## config.mk

```make
export PLATFORM = sky130hd
export DESIGN_NAME = tt_um_ha
export DESIGN_NICKNAME = d
export VERILOG_FILES = /design/src/rtl/tt_um_ha.sv
export SDC_FILE = /design/constraint.sdc
export NUM_CORES = 1
export LEC_CHECK = 0
export BUFFER_PORTS_ARGS = -buffer_cell sky130_fd_sc_hd__clkbuf_2
export CAP_MARGIN = 10
export CORE_UTILIZATION = 45
export CTS_BUF_LIST = sky130_fd_sc_hd__clkbuf_8 sky130_fd_sc_hd__clkbuf_16
export DETAILED_ROUTE_END_ITERATION = 16
export HOLD_SLACK_MARGIN = 0.02
export PLACE_DENSITY = 0.8
export SLEW_MARGIN = 20
export SYNTH_ARGS = -nofsm -noshare
export SYNTH_HDL_FRONTEND = slang
export SYNTH_SLANG_ARGS = --single-unit
```

## constraint.sdc

```tcl
create_clock -name clk -period 2.2 [get_ports clk]
set_input_delay 0.22 -clock clk [delete_from_list [all_inputs] [get_ports clk]]
set_output_delay 0.22 -clock clk [all_outputs]
set_load 0.01 [all_outputs]
```

## src/rtl/tt_um_ha.sv

```systemverilog
// tt_um_ha: Tiny Tapeout tile built from half-adder cells.
// A 4-bit bitwise half-add, ripple adder and incrementer share the operands.
// A saturating carry-event counter sits beside them. All results are registered.

// Single half-adder cell: the only arithmetic primitive in the tile.
module tt_um_ha_cell (
    input  logic a,
    input  logic b,
    output logic s,
    output logic c
);
    assign s = a ^ b;
    assign c = a & b;
endmodule

// Full adder composed of two half-adders plus an OR on the carries.
module tt_um_ha_fa (
    input  logic a,
    input  logic b,
    input  logic ci,
    output logic s,
    output logic co
);
    logic s1, c1, c2;

    tt_um_ha_cell u_ha0 (.a(a),  .b(b),  .s(s1), .c(c1));
    tt_um_ha_cell u_ha1 (.a(s1), .b(ci), .s(s),  .c(c2));

    assign co = c1 | c2;
endmodule

module tt_um_ha (
    input  logic       clk,
    input  logic       rst_n,
    input  logic       ena,
    input  logic [7:0] ui_in,
    output logic [7:0] uo_out,
    input  logic [7:0] uio_in,
    output logic [7:0] uio_out,
    output logic [7:0] uio_oe
);
    localparam int W     = 4;
    localparam int CNT_W = 8;

    logic [W-1:0]     op_a, op_b;
    logic [1:0]       mode;
    logic             clr;

    // Per-bit half-add outputs (mode 00)
    logic [W-1:0]     hs, hc;
    // Ripple adder sums and carries (mode 01)
    logic [W-1:0]     rs, rc;
    // Incrementer sums and carry chain (mode 10); ic[0] is the carry-in
    logic [W-1:0]     is;
    logic [W:0]       ic;

    logic [7:0]       res_d, res_q;
    logic             flag_d, flag_q;
    logic [CNT_W-1:0] cnt_d, cnt_q;
    logic             unused_sink;

    assign op_a = ui_in[3:0];
    assign op_b = ui_in[7:4];
    assign mode = uio_in[1:0];
    assign clr  = uio_in[2];
    assign ic[0] = op_b[0];

    // Three parallel datapaths, one cell column per operand bit
    for (genvar i = 0; i < W; i++) begin : g_bit
        tt_um_ha_cell u_hadd (.a(op_a[i]), .b(op_b[i]), .s(hs[i]), .c(hc[i]));
        tt_um_ha_cell u_inc  (.a(op_a[i]), .b(ic[i]),   .s(is[i]), .c(ic[i+1]));
        if (i == 0) begin : g_lsb
            tt_um_ha_cell u_add (.a(op_a[i]), .b(op_b[i]), .s(rs[i]), .c(rc[i]));
        end else begin : g_fa
            tt_um_ha_fa u_add (.a(op_a[i]), .b(op_b[i]), .ci(rc[i-1]),
                               .s(rs[i]), .co(rc[i]));
        end
    end

    // Result/flag select and next counter value
    always_comb begin
        res_d  = 8'h00;
        flag_d = 1'b0;
        unique case (mode)
            2'b00: begin
                res_d  = {hc, hs};
                flag_d = |hc;
            end
            2'b01: begin
                res_d  = {3'b000, rc[W-1], rs};
                flag_d = rc[W-1];
            end
            2'b10: begin
                res_d  = {3'b000, ic[W], is};
                flag_d = ic[W];
            end
            default: begin
                // Readout shows the pre-update counter, so a same-cycle
                // clear still reports the old value.
                res_d  = cnt_q;
                flag_d = 1'b0;
            end
        endcase

        cnt_d = cnt_q;
        if (clr)
            cnt_d = '0;
        else if (flag_d && (cnt_q != {CNT_W{1'b1}}))
            cnt_d = cnt_q + 1'b1;
    end

    // State registers; everything holds while the tile is deselected
    always_ff @(posedge clk or negedge rst_n) begin
        if (!rst_n) begin
            res_q  <= 8'h00;
            flag_q <= 1'b0;
            cnt_q  <= '0;
        end else if (ena) begin
            res_q  <= res_d;
            flag_q <= flag_d;
            cnt_q  <= cnt_d;
        end
    end

    assign uo_out  = res_q;
    assign uio_out = {cnt_q[3:0], 4'b0000};
    assign uio_oe  = 8'hF0;

    // The flag register and upper uio inputs are not routed to any pin.
    assign unused_sink = &{1'b0, uio_in[7:3], flag_q, cnt_q[CNT_W-1:4]};
endmodule

```

==> impl_metrics.toml <==
[outcome]
outcome = "finished with violations"
violations = "setup timing"

[routing]
firstDrtPassIters = 4
routed_wirelength_mm = 2.67
dr.first_iter.drc_count = 16
vias_per_cell = 5.38
drtAntennaViolNets = 0
drc = 0
post_drt_wl_per_cell_um = 14.3
via_count = 1006

[timing]
setup_ws_ns = -0.104
hold_violations = 0
post-route-period-util_pct = 105
rsz0062_at_grt = "true"
post-route-min-period_ns = 2.30
clock.fmax_mhz = 434
setup_viol = 5
fin_skew_ns = 0.00348
slew_violations = 0

[hold_path]
hp-class = "primary input to flop"

[yosys]
yosysWarnings = 0
yosysUniqueCellTypes = 40
synthCells = 128
synth-edff-count = 0
syn_area_per_cell_um2 = 9.47
yosysSeqAreaShare_pct = 33.0
synth-seq-cells = 16
async_flop_share_pct = 100
synth_area_mm2 = 0.00121
synth_top_area_cell = "dfrtp_1"
synth_top_area_share_pct = 33.0
synth_area_leaders = "dfrtp_1 (33%), buf_4 (9.9%), ha_1 (7.2%)"
ys.flop_type = "dfrtp_1"

[clock_network]
clock_latency_ns = 0.25
cts_buffers = 3
cts_max_path_buffers = 2
htreeDepth = 1
path_clk_slew_ns = 0.07
cts_root_buf = "clkbuf_8"
cts_tree = "yes"
cts.sinks = 16

[grt]
grt-ovfl-total = 0
grt_max_degree = 17
groute.usage.overall_pct = 21.0
antenna_found_initial = 0
grt_pass1_vias = 984
grt_pass1_wl_mm = 4.30

[die]
core_mm2 = 0.00252
ios = 43
dieHeight_um = 53.9
fp-row-count = 18
initial_utilization_pct = 48.1
die_w_um = 53.9
die-area_mm2 = 0.00291

[setup_path]
r2r_cells = 7
setup.worst_path.start_class = "primary input"
crit_path_end_kind = "flop"
cp_max_fo = 4
worstSetupStartpoint = "ui_in[1]"
rrSetupSlack_ns = 0.32
worstSetupPathType = "primary input to flop"
r2r_start = "cnt_q[0]"
required_ns = 2.38
r2r_end = "cnt_q[6]"
cp_data_arrival_time_ns = 2.48
crit_end = "cnt_q[7]"

[power]
leakagePower_nw = 0.710
powerDensity_mw_per_mm2 = 651
power_mw = 0.958
peakVddDrop_v = 0.000426

[placed_design]
port_buffers = 25
gp_congestion = 0.772
place.detailed.hpwl_mm = 2.04

[finish]
drive_gt1_share_pct = 35.7
finish.utilization_pct = 58.3
antenna_cells = 0
final_nets = 186
area_growth_syn_to_layout_pct = 21.4
n_fill_cell = 217

[run]
drv_cap = 0
==> worst min path at each step <==
stage                    from   endpoint  slack, ns  cells after the start
floorplan               rst_n   cnt_q[0]      -0.08                      0
detailed placement      rst_n  uo_out[2]       0.18                      1
CTS                 uio_in[0]  uo_out[4]       0.37                      3
global placement        rst_n  uo_out[4]       0.16                      1
finish              uio_in[0]  uo_out[4]       0.37                      3
global route        uio_in[2]   cnt_q[1]       0.39                      3
==> sequential cells by signal, summed over array words and instances, names as in the netlist <==
name and count:
cnt_q 8, uo_out 8
==> synth_stat cells, types with 4 or more instances <==
master / n
buf_4: 16
dfrtp_1: 16
nor2_1: 9
a21oi_1: 8
inv_1: 8
ha_1: 7
nand2_1: 7
o21ai_0: 6
nand3_1: 4
==> per-stage QoR <==
step,cell area (um2),instances,setup slack [ns],hold slack (ns),setup TNS [ns]
2_1_floorplan,1280,138,-0.169,-0.0756,-0.245
3_5_place_dp,1340,179,-0.370,0.176,-2.70
4_1_cts,1430,185,-0.115,0.370,-0.375
6_report,1470,187,-0.104,0.374,-0.317
5_1_grt,1470,187,-0.149,0.393,-0.622
3_3_place_gp,1340,179,-0.281,0.165,-2.03
==> placed cells by master, fill, tap and decap left out, types with 2 or more instances in the layout <==
master    instances
and2_1            3
buf_4             9
ha_1              6
dfrtp_1          16
inv_1             8
mux4_2            3
a21oi_2           2
nand2_1           7
nand3_1           4
clkbuf_8          4
or3_1             2
clkbuf_2         23
a21oi_1           5
a22oi_1           3
nor4_1            2
buf_6             2
fa_2              2
nor2_1            9
conb_1           12
a21oi_4           2
mux2_2            2
o21ai_0           5
nor2b_1           2
==> worst max-delay path, stage by stage <==
cell	delay, ns
buf_8	0.10
ha_4	0.27
a21oi_4	0.06
fa_2	0.36
fa_2	0.34
or2_4	0.25
a21oi_4	0.14
a31oi_4	0.12
or4_1	0.48
a21oi_1	0.14
==> routing by layer <==
metal	global-route usage, %	vias to the layer above	routed length [um]
li1	-	484	-
met1	23.7	480	1080
met2	39.5	34	1430
met3	2.82	8	90
met4	7.46	0	59
met5	0	-	0
==> power by group <==
part           internal (mW)  leakage [nW]  switching [mW]
clock network          0.159        0.0288           0.106
registers              0.342         0.203          0.0602
logic                  0.148         0.478           0.142
total                  0.649         0.710           0.309
==> final cells by class <==
| class | count | area, um2 | share of cell area [%] |
|---|---|---|---|
| clock buffers | 4 | 55.1 | 3.74 |
| inverters | 8 | 30.0 | 2.04 |
| multi-input cells | 92 | 713 | 48.5 |
| flip-flops and latches | 16 | 400 | 27.2 |
| well taps | 30 | 37.5 | 2.55 |
| repair buffers | 37 | 235 | 16.0 |
==> timing repair <==
item                       4_1_cts  5_1_grt
resized for setup                2        9
hold buffers                     1        0
setup endpoints to repair        7        9
pin swaps                        0        1
setup buffers                    1        1
hold endpoints to repair        16        0
cloned                           0        1
==> cell families after synthesis <==
| logic type | Yosys count | share of synthesized area (%) |
|---|---|---|
| fa+ha+maj | 9 | 10.5 |
| flops | 16 | 33.0 |
| mux | 6 | 8.26 |
| buf+inv | 30 | 15.1 |
| other cells | 2 | 0.619 |
| simple gates | 38 | 16.4 |
| compound gates | 26 | 15.4 |
| xor+xnor | 1 | 0.723 |
Power figures use the tool's default switching activity.
